**src/rtl/axis_packet_arbiter_if.sv**
```systemverilog
// Bundle of per-source AXIS inputs, shared AXIS output and grant vector for axis_packet_arbiter.
// master is the arbiter's view; slave is the surrounding sources/sink.
`ifndef SOURCE_BYTES
`define SOURCE_BYTES 4
`endif

interface axis_packet_arbiter_if #(
  parameter int N_SRC     = 4,
  parameter int DATA_BITS = `SOURCE_BYTES*8,
  parameter int ID_BITS   = $clog2(N_SRC)
);
  logic [N_SRC*DATA_BITS-1:0] axis_s_data_i;
  logic [N_SRC-1:0]           axis_s_valid_i;
  logic [N_SRC-1:0]           axis_s_ready_o;
  logic [N_SRC-1:0]           axis_s_last_i;
  logic [DATA_BITS-1:0]       axis_m_data_o;
  logic                       axis_m_valid_o;
  logic                       axis_m_ready_i;
  logic                       axis_m_last_o;
  logic [ID_BITS-1:0]         axis_m_id_o;
  logic [N_SRC-1:0]           grant_o;

  modport master (
    input  axis_s_data_i, axis_s_valid_i, axis_s_last_i, axis_m_ready_i,
    output axis_s_ready_o, axis_m_data_o, axis_m_valid_o, axis_m_last_o, axis_m_id_o, grant_o
  );

  modport slave (
    output axis_s_data_i, axis_s_valid_i, axis_s_last_i, axis_m_ready_i,
    input  axis_s_ready_o, axis_m_data_o, axis_m_valid_o, axis_m_last_o, axis_m_id_o, grant_o
  );
endinterface

```
**src/rtl/axis_packet_arbiter.sv**
```systemverilog
// Packet-granular round-robin arbiter sharing one AXIS datapath among N_SRC sources.
// Grant is held from first beat to the accepted last beat; output is a registered slice tagged with source id.
`ifndef SOURCE_BYTES
`define SOURCE_BYTES 4
`endif

module axis_packet_arbiter #(
  parameter int N_SRC      = 4,
  parameter int DATA_BYTES = `SOURCE_BYTES,
  parameter int DATA_BITS  = DATA_BYTES*8,
  parameter int ID_BITS    = $clog2(N_SRC)
) (
  input logic                clk_i,
  input logic                rstn_i,
  axis_packet_arbiter_if.master bus
);

  typedef enum logic {IDLE, BUSY} state_e;

  state_e               state_q, state_d;
  logic [ID_BITS-1:0]   rr_ptr_q, rr_ptr_d;
  logic [ID_BITS-1:0]   gnt_q, gnt_d;
  logic [ID_BITS-1:0]   pick, scan;
  logic                 pick_vld;
  logic [N_SRC-1:0]     gnt_oh;
  logic                 busy, slot_free, accept;
  logic                 gnt_valid, gnt_last;
  logic [DATA_BITS-1:0] gnt_data;

  logic                 m_valid_q, m_last_q;
  logic [DATA_BITS-1:0] m_data_q;
  logic [ID_BITS-1:0]   m_id_q;

  // Walk from the far end so the requester closest to rr_ptr wins.
  always_comb begin
    pick     = '0;
    pick_vld = 1'b0;
    scan     = '0;
    for (int i = N_SRC-1; i >= 0; i--) begin
      scan = ID_BITS'((int'(rr_ptr_q) + i) % N_SRC);
      if (bus.axis_s_valid_i[scan]) begin
        pick     = scan;
        pick_vld = 1'b1;
      end
    end
  end

  assign busy      = (state_q == BUSY);
  assign gnt_oh    = N_SRC'(1) << gnt_q;
  assign gnt_valid = bus.axis_s_valid_i[gnt_q];
  assign gnt_last  = bus.axis_s_last_i[gnt_q];
  assign gnt_data  = bus.axis_s_data_i[gnt_q*DATA_BITS +: DATA_BITS];
  assign slot_free = !m_valid_q || bus.axis_m_ready_i;
  assign accept    = busy && slot_free && gnt_valid;

  always_comb begin
    state_d  = state_q;
    gnt_d    = gnt_q;
    rr_ptr_d = rr_ptr_q;
    case (state_q)
      IDLE: if (pick_vld) begin
        state_d = BUSY;
        gnt_d   = pick;
      end
      BUSY: if (accept && gnt_last) begin
        state_d  = IDLE;
        rr_ptr_d = (gnt_q == ID_BITS'(N_SRC-1)) ? '0 : gnt_q + 1'b1;
      end
      default: state_d = IDLE;
    endcase
  end

  always_ff @(posedge clk_i or negedge rstn_i) begin
    if (!rstn_i) begin
      state_q  <= IDLE;
      gnt_q    <= '0;
      rr_ptr_q <= '0;
    end else begin
      state_q  <= state_d;
      gnt_q    <= gnt_d;
      rr_ptr_q <= rr_ptr_d;
    end
  end

  // Output slice: reload whenever the slot is free, otherwise hold for the sink.
  always_ff @(posedge clk_i or negedge rstn_i) begin
    if (!rstn_i) begin
      m_valid_q <= 1'b0;
      m_last_q  <= 1'b0;
      m_data_q  <= '0;
      m_id_q    <= '0;
    end else if (slot_free) begin
      m_valid_q <= accept;
      if (accept) begin
        m_data_q <= gnt_data;
        m_last_q <= gnt_last;
        m_id_q   <= gnt_q;
      end
    end
  end

  assign bus.axis_s_ready_o = (busy && slot_free) ? gnt_oh : '0;
  assign bus.grant_o        = busy ? gnt_oh : '0;
  assign bus.axis_m_valid_o = m_valid_q;
  assign bus.axis_m_last_o  = m_last_q;
  assign bus.axis_m_data_o  = m_data_q;
  assign bus.axis_m_id_o    = m_id_q;

endmodule
```
**src/flat_wrapper.sv**
```systemverilog
// flat-port wrapper written by rule: the top's interface ports become plain ports
module axis_packet_arbiter_flat 
#(
  parameter int N_SRC      = 4,
  parameter int DATA_BYTES = `SOURCE_BYTES,
  parameter int DATA_BITS  = DATA_BYTES*8,
  parameter int ID_BITS    = $clog2(N_SRC)
)
  (clk_i, rstn_i, bus_axis_s_data_i, bus_axis_s_valid_i, bus_axis_s_last_i, bus_axis_m_ready_i, bus_axis_s_ready_o, bus_axis_m_data_o, bus_axis_m_valid_o, bus_axis_m_last_o, bus_axis_m_id_o, bus_grant_o);
  axis_packet_arbiter_if #(.N_SRC(N_SRC), .DATA_BITS(DATA_BITS), .ID_BITS(ID_BITS)) bus_i ();
  input logic clk_i;
  input logic rstn_i;
  input wire logic [$bits(bus_i.axis_s_data_i)-1:0] bus_axis_s_data_i;
  input wire logic [$bits(bus_i.axis_s_valid_i)-1:0] bus_axis_s_valid_i;
  input wire logic [$bits(bus_i.axis_s_last_i)-1:0] bus_axis_s_last_i;
  input wire logic [$bits(bus_i.axis_m_ready_i)-1:0] bus_axis_m_ready_i;
  output wire logic [$bits(bus_i.axis_s_ready_o)-1:0] bus_axis_s_ready_o;
  output wire logic [$bits(bus_i.axis_m_data_o)-1:0] bus_axis_m_data_o;
  output wire logic [$bits(bus_i.axis_m_valid_o)-1:0] bus_axis_m_valid_o;
  output wire logic [$bits(bus_i.axis_m_last_o)-1:0] bus_axis_m_last_o;
  output wire logic [$bits(bus_i.axis_m_id_o)-1:0] bus_axis_m_id_o;
  output wire logic [$bits(bus_i.grant_o)-1:0] bus_grant_o;
  assign bus_i.axis_s_data_i = bus_axis_s_data_i;
  assign bus_i.axis_s_valid_i = bus_axis_s_valid_i;
  assign bus_i.axis_s_last_i = bus_axis_s_last_i;
  assign bus_i.axis_m_ready_i = bus_axis_m_ready_i;
  assign bus_axis_s_ready_o = bus_i.axis_s_ready_o;
  assign bus_axis_m_data_o = bus_i.axis_m_data_o;
  assign bus_axis_m_valid_o = bus_i.axis_m_valid_o;
  assign bus_axis_m_last_o = bus_i.axis_m_last_o;
  assign bus_axis_m_id_o = bus_i.axis_m_id_o;
  assign bus_grant_o = bus_i.grant_o;
  axis_packet_arbiter #(.N_SRC(N_SRC), .DATA_BYTES(DATA_BYTES), .DATA_BITS(DATA_BITS), .ID_BITS(ID_BITS)) u_core (.clk_i(clk_i), .rstn_i(rstn_i), .bus(bus_i));
endmodule
```
**config.mk**
```make
export PLATFORM = sky130hd
export DESIGN_NAME = axis_packet_arbiter_flat
export DESIGN_NICKNAME = d
export VERILOG_FILES = /design/src/rtl/axis_packet_arbiter_if.sv /design/src/rtl/axis_packet_arbiter.sv /design/src/flat_wrapper.sv
export SDC_FILE = /design/constraint.sdc
export NUM_CORES = 1
export LEC_CHECK = 0
export CORE_ASPECT_RATIO = 0.5
export CORE_MARGIN = 1
export CORE_UTILIZATION = 37
export CTS_BUF_LIST = sky130_fd_sc_hd__clkbuf_8
export DETAILED_ROUTE_END_ITERATION = 8
export MAX_ROUTING_LAYER = met4
export PLACE_DENSITY = 0.85
export SKIP_LAST_GASP = 1
export SLEW_MARGIN = 30
export SYNTH_ARGS = -nofsm -noshare
export SYNTH_HDL_FRONTEND = slang
export SYNTH_SLANG_ARGS = --single-unit
```
**constraint.sdc**
```tcl
create_clock -name clk_i -period 2.6 [get_ports clk_i]
set_clock_uncertainty 0.1 [all_clocks]
set_input_delay 0.39 -clock clk_i [delete_from_list [all_inputs] [get_ports clk_i]]
set_output_delay 0.39 -clock clk_i [all_outputs]
set_load 0.05 [all_outputs]
```
# Word-level counts from Yosys, hierarchy flattened
# Cells that the tools add are included.
# word_totals
output_inout_bits,44
reg_bits,41
# classes
eq_ne,1
bitwise,1
n_mux,26
n_reduce_logical,8
addsub,4
shift,2
magnitude_cmp,5
# ops
cell,count
$shiftx 128x8->32,1
$lt 2x3->1 const B,5
$bmux 1 s2,6
$mux 1,12
$mux 2,5
$mux 4,2
$reduce_and 2->1,3
$add 2x1->2 const B,2
$add 2x2->2 const B,2
$shl 1x2->4 const A,1
$logic_and 1x1->1,3
$eq 2x2->1 const B,1
$pmux 1 s2,1
$logic_not 1->1,1
$logic_or 1x1->1,1
$not 1->1,1

# Longest topological paths before layout
# depth
ltp_word,9
depth_mapped,6

# Worst setup path before layout
# Ideal clock, no wire load.
# synth_path
path_type,flip-flop to output port
startpoint,register u_core.gnt_q[1]
endpoint,output port bus_axis_s_ready_o[0]
t_required_ns,2.110
t_arrival_ns,1.959
path_stages_with_launch,7
n_path_buf,2
setup_slack_ns,0.151
cell_sequence,dfrtp_1 buf_6 clkbuf_1 inv_1 ha_1 and2_1 and2_1
# synth_via
elab_chain_len,2
# synth_lines
item,line,source
start: declaration,axis_packet_arbiter.sv:22,"logic [ID_BITS-1:0] gnt_q, gnt_d;"
start signal: assignment,axis_packet_arbiter.sv:80,gnt_q <= gnt_d;
$shl 1x2->4,axis_packet_arbiter.sv:49,assign gnt_oh = N_SRC'(1) << gnt_q;
$mux 4,axis_packet_arbiter.sv:102,assign bus.axis_s_ready_o = (busy && slot_free) ? gnt_oh : '0;
end: declaration,flat_wrapper.sv:17,output wire logic [$bits(bus_i.axis_s_ready_o)-1:0] bus_axis_s_ready_o;
# No other way between the ends.

# Worst setup path in the final report
# layout_path
startpoint,register u_core.gnt_q[0]
endpoint,output port bus_axis_s_ready_o[2]
# Same word-level chain as after synthesis.

==> summary.md <==
| Metric | Value |
|---|---|
| Post-CTS resize count | 0 |
| Fmax | 436 MHz |
| Drt pass-1 iters | 4 |
| Starting Density | 39.2% |
| Worst VDD drop | 578 uV |
| CP Max Fanout | 15 |
| Final Total Pwr | 0.00594 W |
| IO Pins | 183 |
| Max Cap Viol | 0 |
| Failing checks | negative hold slack |
| Critical path launch point type | flop |
| EDFF count, synth | 0 |
| WP data arrival | 1.80 ns |
| Core Region | 6860 um^2 |
| # nets final | 494 |
| Top_reg_cell synth | dfrtp_1 |
| Min cycle time layout | 2.29 ns |
| Antenna violations before repair | 0 |
| Die ar. | 7640 um^2 |
| Largest area contributor in the netlist | dfrtp_1 |
| Hold_buf cts | 0 |
| Layout Utilization | 69.1% |
| Htree depth | 2 |
| Area delta synth->final | 76.1% |
| Post-synthesis cell count | 168 |
| Routed len/inst | 18.5 um |
| RSZ-0062 raised after global routing | false |
| Antenna Cells | 0 |
| Distinct cells, synth | 28 |
| Synth top area cells | dfrtp_1, mux4_2, mux2_4, mux2_2, and2_1 |
| Worst-Margin Slew | 0.598 ns |
| DR DRC count | 0 |
| Die Y | 62.3 um |
| Via/cell ratio | 5.07 |
| CTS sink count | 41 |
| Routability Congestion | 0.921 |
| WHS | -0.00347 ns |
| Filler instances | 459 |
| CP Data Required Time | 2.11 ns |
| Fin crit share | 88.2% |
| Fraction of layout cells with a size suffix above 1 | 27.3% |
| Routed Wire Length | 8.22 mm |
| Async set-or-reset flop fraction in the synthesized netlist | 100% |
| Hpwl dp | 6.92 mm |
| Aggregate negative setup slack | 0 ns |
| Root Buffer | clkbuf_8 |
| Vias in the first global route | 2435 |
| Synth warnings | 0 |
| Antenna viol nets, final | 0 |
| CTS clk-pin slew, worst paths | 0.08 ns |
| Post-CTS setup buffers | 0 |
| Power per Cell Area | 1250 nW/um^2 |
| # rows | 21 |
| Synth Register Bits | 41 |
| Most instantiated library cell after synthesis | dfrtp_1 |
| Detailed Route Iter0 Violations | 141 |
| CTS tree | yes |
| Synth top cells by count | dfrtp_1, mux4_2, mux2_4 |
| Final setup viols | 0 |
| Final hold vios | 3 |
| All-Layer GR Usage | 23.2% |
| Max-slew headroom | 60.1% |
| Clock latency on the worst-skew pair | 0.29 ns |
| Status | finished, violations left |
| Crit end category | primary output |
| Synthesized cell area | 2690 um^2 |
| Fin. max-slew vios | 0 |
| Die X | 123 um |
| Post-synth top area share | 38.1% |
| Worst min-delay path class | in -> async |
| First-pass GRT wire length | 12.8 mm |
| Sequential area share after synthesis | 38.1% |
| Leak | 1.93 nW |
| Syn Area/Cell | 16.0 um^2 |
| Worst Setup Path Type | reg -> out |
| Count of input and output buffers | 182 |
| Gr ovfl total | 0 |
| Vias post-DR | 2249 |
| Pin count of the biggest net entering global routing | 29 |
| Syn Nets | 311 |
| CTS buffer count | 5 |
| Clk buf depth | 2 |
metrics by stage:
step | area, um^2 | setup slack, ns | instances
finish | 4740 | 0.307 | 444
global route | 4740 | 0.173 | 444
CTS | 4740 | 0.281 | 444
detailed placement | 4640 | 0.269 | 436
global placement | 4640 | 0.304 | 436
floorplan | 2690 | 0.151 | 168
layout make-up:
cell class	instances	area [um^2]	area share [%]
sequential	41	1030	21.7
inverter	4	15.0	0.317
timing repair buffer	189	1940	40.9
multi-input combinational	110	1540	32.5
clock inverter	1	5.00	0.106
clock buffer	7	96.3	2.03
tap	92	115	2.43
final timing paths:
kind	from	slack [ns]	to	depth (start not counted)
setup / recovery	u_core.gnt_q[0]	0.31	bus_axis_s_ready_o[2]	5
hold / removal	rstn_i	-0.003	u_core.bus.axis_m_data_o[23]	1
setup reg to reg	u_core.gnt_q[0]	0.62	u_core.bus.axis_m_data_o[27]	3
hold reg to reg	u_core.bus.axis_m_id_o[1]	0.41	u_core.bus.axis_m_id_o[1]	2
max in group asynchronous	rstn_i	1.78	u_core.bus.axis_m_data_o[0]	2
min in group clk_i	u_core.bus.axis_m_id_o[1]	0.41	u_core.bus.axis_m_id_o[1]	2
worst max-delay path: stages (launching register included):
cell and delay (ns):
dfrtp_2 0.65, inv_1 0.15, ha_1 0.22, and2_1 0.16, and2_1 0.17, buf_12 0.15
state kept, by name, indices dropped and copies added, names as in the netlist:
register,count
u_core.bus.axis_m_data_o,32
u_core.bus.axis_m_id_o,2
u_core.gnt_q,2
u_core.rr_ptr_q,2
u_core.bus.axis_m_last_o,1
u_core.bus.axis_m_valid_o,1
u_core.busy,1
routing by layer:
| metal | GRT usage, % | share of wire (%) | vias up |
|---|---|---|---|
| met4 | 5.34 | 1.4 | 0 |
| li1 | - | - | 1020 |
| met3 | 3.86 | 3.6 | 13 |
| met5 | - | 0 | - |
| met2 | 40.4 | 56 | 64 |
| met1 | 28.2 | 39 | 1152 |
layout by cell type, fill, tap and decap left out, types with 2 or more instances in the layout:
master	synthesis	layout
clkdlybuf4s50_1	0	173
dfrtp_1	41	40
mux4_2	34	34
mux2_4	27	27
mux2_2	9	9
and2_1	8	8
buf_4	1	8
nand2_1	7	7
clkbuf_8	0	7
buf_12	2	7
o21ai_0	5	5
inv_1	4	4
ha_1	4	4
a21oi_1	3	3
nand2b_1	2	2
power by group:
part	internal, W	switching, W
registers	0.000979	0.000286
logic	0.00204	0.00217
clock network	0.000240	0.000225
cells by family (layout without fill, tap and decap cells):
group	after synthesis	after routing	synth area share, %
muxes	71	71	47.7
DFF	41	41	38.1
and+or+nand+nor	22	22	4.93
buffers and inverters	17	201	4.56
AOI/OAI and AO/OA	13	13	2.84
adders and majority gates	4	4	1.86
Note: power is estimated with default switching activity, not from simulation.
==> RTL edit 1, RTL diff (config.mk and constraints unchanged) <==
`N_SRC` is set to 4 in 3 places; all go to 8.
--- a/src/rtl/axis_packet_arbiter_if.sv
+++ b/src/rtl/axis_packet_arbiter_if.sv
@@ -5,7 +5,7 @@
 `endif
 
 interface axis_packet_arbiter_if #(
-  parameter int N_SRC     = 4,
+  parameter int N_SRC     = 8,
   parameter int DATA_BITS = `SOURCE_BYTES*8,
   parameter int ID_BITS   = $clog2(N_SRC)
 );
--- a/src/rtl/axis_packet_arbiter.sv
+++ b/src/rtl/axis_packet_arbiter.sv
@@ -5,7 +5,7 @@
 `endif
 
 module axis_packet_arbiter #(
-  parameter int N_SRC      = 4,
+  parameter int N_SRC      = 8,
   parameter int DATA_BYTES = `SOURCE_BYTES,
   parameter int DATA_BITS  = DATA_BYTES*8,
   parameter int ID_BITS    = $clog2(N_SRC)
--- a/src/flat_wrapper.sv
+++ b/src/flat_wrapper.sv
@@ -1,7 +1,7 @@
 // flat-port wrapper written by rule: the top's interface ports become plain ports
 module axis_packet_arbiter_flat 
 #(
-  parameter int N_SRC      = 4,
+  parameter int N_SRC      = 8,
   parameter int DATA_BYTES = `SOURCE_BYTES,
   parameter int DATA_BITS  = DATA_BYTES*8,
   parameter int ID_BITS    = $clog2(N_SRC)
Interface: changed (6 resized); port bits go from 183 to 328. The function was not compared with the original's and may differ.
==> RTL edit 1 against the original RTL <==
  * Area after synthesis up 72%
  * Worst setup slack worse by 290 ps
  * Sequential power up 9.5%
  * Combinational power up 96%
  * Power up 73%
  * Via count up 130%
  * Sequential cell count up 3
  * Worst hold slack better by 410 ps
  * Wire length up 150%
  * Core utilization up 2.4 points
  * Non-clock buffer count up 185
  * Final area up 81%
  * Critical path type is now register to register
  * Highest routed layer unchanged
==> RTL edit 1: results (changes against the original RTL) <==
Endpoint kind of the worst setup timing path: register
Pin slew with the least headroom to its limit: 672 ps (+74.3 ps)
Post-Place Cells: 915 (+110%)
FF-to-FF setup slack: 20 ps (-600 ps)
Worst R2R Start: u_core.rr_ptr_q[0]
Switch share: 48.5% (+3.4 points)
Port Buffer Count: 327 (+80%)
First-pass DRT Iterations: 5 (+1)
Run status: completed
Syn Std Cell Area: 4640 um^2 (+72%)
Clock-net power: 0.631 mW (+36%)
Multi-input gates: 331 (+200%)
Worst vdd ir: 863 uV (+49%)
R2r endpoint: u_core.gnt_q[2]
TritonCTS Sinks: 44 (+7.3%)
Worst min-delay path class: input port to asynchronous set/reset pin
Area share of fa/ha/maj cells after synthesis: 2.16% (+0.30 points)
Wire length on met3: 1.51 mm (+420%)
Number of instances resized during post-cts repair: 2 (+2)
Number of logic inverters in the finished layout: 10 (+6)
Worst endpoint data arrival time: 2710 ps (+910 ps)
Filler instances: 864 (+88%)
Fraction of layout cells with a size suffix above 1: 22.6% (-4.7 points)
Fraction of area in clock buffers and inverters: 1.54% (-0.59 points)
Final weighted congestion of routability-driven global placement: 0.909 (-1.3%)
Cts hold-fix bufs: 1 (+1)
Post-route fraction of the period consumed by the critical path: 99.2% (+11 points)
Signed area change from the synthesized netlist to the final layout: 85.1%
Sequential cell power: 1.38 mW (+9.5%)
Cell count of the worst reg-to-reg path: 7 (+4)
Multiplexer share of the synthesized area: 45.0% (-2.7 points)
Synth top cells by count: sky130_fd_sc_hd__nand2_1, sky130_fd_sc_hd__mux4_2, sky130_fd_sc_hd__dfrtp_1, sky130_fd_sc_hd__nor2_1, sky130_fd_sc_hd__a31oi_1
Synthesized netlist net count: 707 (+130%)
Metal2 WL: 10.2 mm (+120%)
Area taken by flip-flops and latches: 1110 um^2 (+7.9%)
Leakage power summed over all cells: 3.38 nW (+75%)
Cell variety after synth: 47 (+68%)
Net total in the final layout: 1049 (+110%)
Met1 usage: 36.3% (+8.1 points)
Wire length of the first global-routing pass: 29.4 mm (+130%)
Global routing usage on met2: 52.5% (+12 points)
Compound-gate portion of the synthesized area: 9.95% (+7.1 points)
Share of synthesized area occupied by flip-flops and latches: 23.7% (-14 points)
Clock network fraction of total power: 6.2% (-1.6 points)
Number of global-route vias before repair: 5294 (+120%)
Main area contributors after synthesis: sky130_fd_sc_hd__mux4_2, sky130_fd_sc_hd__dfrtp_1, sky130_fd_sc_hd__nand2_1
Routed WL: 20.1 mm (+150%)
Iter 0 DRT Violations: 435 (+210%)
-- RTL edit 1: cell count changes in the layout (fill, tap and decap cells not counted), moves of 8 or more --
cell	change
sky130_fd_sc_hd__a21oi_1	+8
sky130_fd_sc_hd__buf_4	+41
sky130_fd_sc_hd__mux4_2	+43
sky130_fd_sc_hd__a31oi_1	+31
sky130_fd_sc_hd__clkdlybuf4s50_1	+137
sky130_fd_sc_hd__mux2_4	-26
sky130_fd_sc_hd__nor2_1	+40
sky130_fd_sc_hd__mux2i_1	+12
sky130_fd_sc_hd__nand2_1	+71
sky130_fd_sc_hd__and3_1	+10
-- RTL edit 1: worst max-delay path, cell delays in order (launching register included) --
cell                       delay (ps)
sky130_fd_sc_hd__dfrtp_2          440
sky130_fd_sc_hd__buf_4            140
sky130_fd_sc_hd__buf_4            140
sky130_fd_sc_hd__mux4_1           600
sky130_fd_sc_hd__mux2_4           300
sky130_fd_sc_hd__a311o_1          360
sky130_fd_sc_hd__a211o_1          290
sky130_fd_sc_hd__o221ai_2         120
==> RTL edit 2, RTL diff (config.mk and constraints unchanged) <==
Without the edit above. Reset style: synchronous (`rstn_i`), changed in 2 clocked blocks.
--- a/src/rtl/axis_packet_arbiter.sv
+++ b/src/rtl/axis_packet_arbiter.sv
@@ -70,7 +70,7 @@
     endcase
   end
 
-  always_ff @(posedge clk_i or negedge rstn_i) begin
+  always_ff @(posedge clk_i) begin
     if (!rstn_i) begin
       state_q  <= IDLE;
       gnt_q    <= '0;
@@ -83,7 +83,7 @@
   end
 
   // Output slice: reload whenever the slot is free, otherwise hold for the sink.
-  always_ff @(posedge clk_i or negedge rstn_i) begin
+  always_ff @(posedge clk_i) begin
     if (!rstn_i) begin
       m_valid_q <= 1'b0;
       m_last_q  <= 1'b0;
Formal check against the unedited RTL: differs if rstn_i is asserted again (counterexample within 4 cycles, from zero or initial values and one cycle with rstn_i low); with rstn_i held inactive, the same outputs for 4 cycles.
==> RTL edit 2 against the original RTL <==
  * Sequential cell count unchanged
  * Final area down 2.9%
  * Worst setup slack better by 38 ps
  * Non-clock buffer count up 1
  * Area after synthesis down 3.5%
  * Wire length up 4.5%
Power is not compared: it rests on default switching activity, and its combinational part moved more than twofold at a synthesized area within 25%.
==> RTL edit 2: results (changes against the original RTL) <==
Met1 usage: 26.8% (-1.4 points)
Maximum number of pins on one net before global-route repair: 34 (+17%)
Net total in the final layout: 569 (+15%)
Number of vias after detailed routing: 2610 (+16%)
Async S/R FF share, synth: 0% (-100 points)
Most used flip-flop cell after synthesis: sky130_fd_sc_hd__dfxtp_1
Final hold slack: 355 ps (+358 ps)
Final routed wire length divided by cell count: 16.5 um (-11%)
Run status: completed
Fmax: 444 MHz (+1.7%)
Instance count of the mapped netlist: 251 (+49%)
Capture point of the worst path: bus_axis_s_ready_o[0]
Synth top cells by count: sky130_fd_sc_hd__nand2_1, sky130_fd_sc_hd__dfxtp_1, sky130_fd_sc_hd__mux4_2, sky130_fd_sc_hd__a21boi_1, sky130_fd_sc_hd__clkbuf_1
Worst slack at placement: 284 ps (+15.1 ps)
Leakage power summed over all cells: 1.62 nW
Count of cells along the worst hold path: 2
First-pass DRT Iterations: 7 (+3)
Wire length on met3: 351 um (+20%)
Cell variety after synth: 31 (+11%)
Wire length of the first global-routing pass: 12.7 mm (-1.3%)
Dpl hpwl: 6.79 mm (-1.8%)
Pin slew with the least headroom to its limit: 541 ps (-56.6 ps)
Metal2 WL: 4.78 mm (+4.6%)
Global routing usage on met2: 44.6% (+4.1 points)
Worst min-delay path class: register to register
Total routing resource utilization after global routing: 23.5% (+0.29 points)
Cell count of the worst reg-to-reg path: 5 (+2)
Critical-path maximum fanout: 20 (+5)
Fraction of layout cells with a size suffix above 1: 14.8% (-13 points)
FF-to-FF setup slack: 800 ps (+180 ps)
R2r endpoint: u_core.bus.axis_m_data_o[23]
Buffers inserted during post-CTS setup optimization: 0 (unchanged)
Highest-delay cell along the critical path: sky130_fd_sc_hd__dfxtp_2
Main area contributors after synthesis: sky130_fd_sc_hd__dfxtp_1, sky130_fd_sc_hd__mux4_2, sky130_fd_sc_hd__nand2_1
Worst setup path start: u_core.gnt_q[1]
Wl on met1: 3.34 mm (+3.1%)
Slowest stage delay, CP: 360 ps (-290 ps)
Filler instances: 516 (+12%)
Instance area at placement: 4480 um^2 (-3.3%)
Synthesized netlist net count: 394 (+27%)
Iter 0 DRT Violations: 161 (+14%)
Post-Place Cells: 511 (+17%)
Worst endpoint data arrival time: 1760 ps (-40 ps)
Global routing usage on met3: 3.89% (+0.029 points)
Power per cell area: 489 nW/um^2
Share of synthesized area occupied by flip-flops and latches: 31.6% (-6.5 points)
RTL edit 2: cell count changes in the layout (fill, tap and decap cells not counted), moves of 2 or more:
cell | unedited run | this run
sky130_fd_sc_hd__nor2_1 | 0 | 2
sky130_fd_sc_hd__o221ai_1 | 0 | 2
sky130_fd_sc_hd__buf_4 | 8 | 11
sky130_fd_sc_hd__dfxtp_1 | 0 | 39
sky130_fd_sc_hd__mux2_2 | 9 | 1
sky130_fd_sc_hd__a21boi_0 | 0 | 5
sky130_fd_sc_hd__mux2_4 | 27 | 0
sky130_fd_sc_hd__nand3_1 | 0 | 2
sky130_fd_sc_hd__a21boi_1 | 0 | 31
sky130_fd_sc_hd__buf_12 | 7 | 5
sky130_fd_sc_hd__dfxtp_2 | 0 | 2
sky130_fd_sc_hd__dfrtp_1 | 40 | 0
sky130_fd_sc_hd__nand2_1 | 7 | 75
RTL edit 2: worst max-delay path, delay by kind of cell, from the launching register on:
| family | cells | cell delay (ps) |
|---|---|---|
| and+or+nand+nor | 2 | 290 |
| DFF | 1 | 360 |
| buffers and inverters | 3 | 600 |
| adders and majority gates | 1 | 210 |
RTL edit 2: cell families after synthesis:
logic type | after synthesis | share of synthesized area, %
AOI/OAI and AO/OA | 50 | 13.8
adders and majority gates | 4 | 1.93
buffers and inverters | 25 | 6.41
DFF | 41 | 31.6
muxes | 37 | 30.7
and+or+nand+nor | 94 | 15.6
RTL edit 2: final cells by class:
class                           count  area, um^2  share of cell area [%]
Clock buffer                        6        82.6                    1.80
Clock inverter                      2        33.8                   0.734
Sequential cell                    41         823                    17.9
Multi-Input combinational cell    185        1610                    35.0
Inverter                            3        11.3                   0.245
Tap cell                           92         115                    2.50
Timing Repair Buffer              190        1920                    41.8
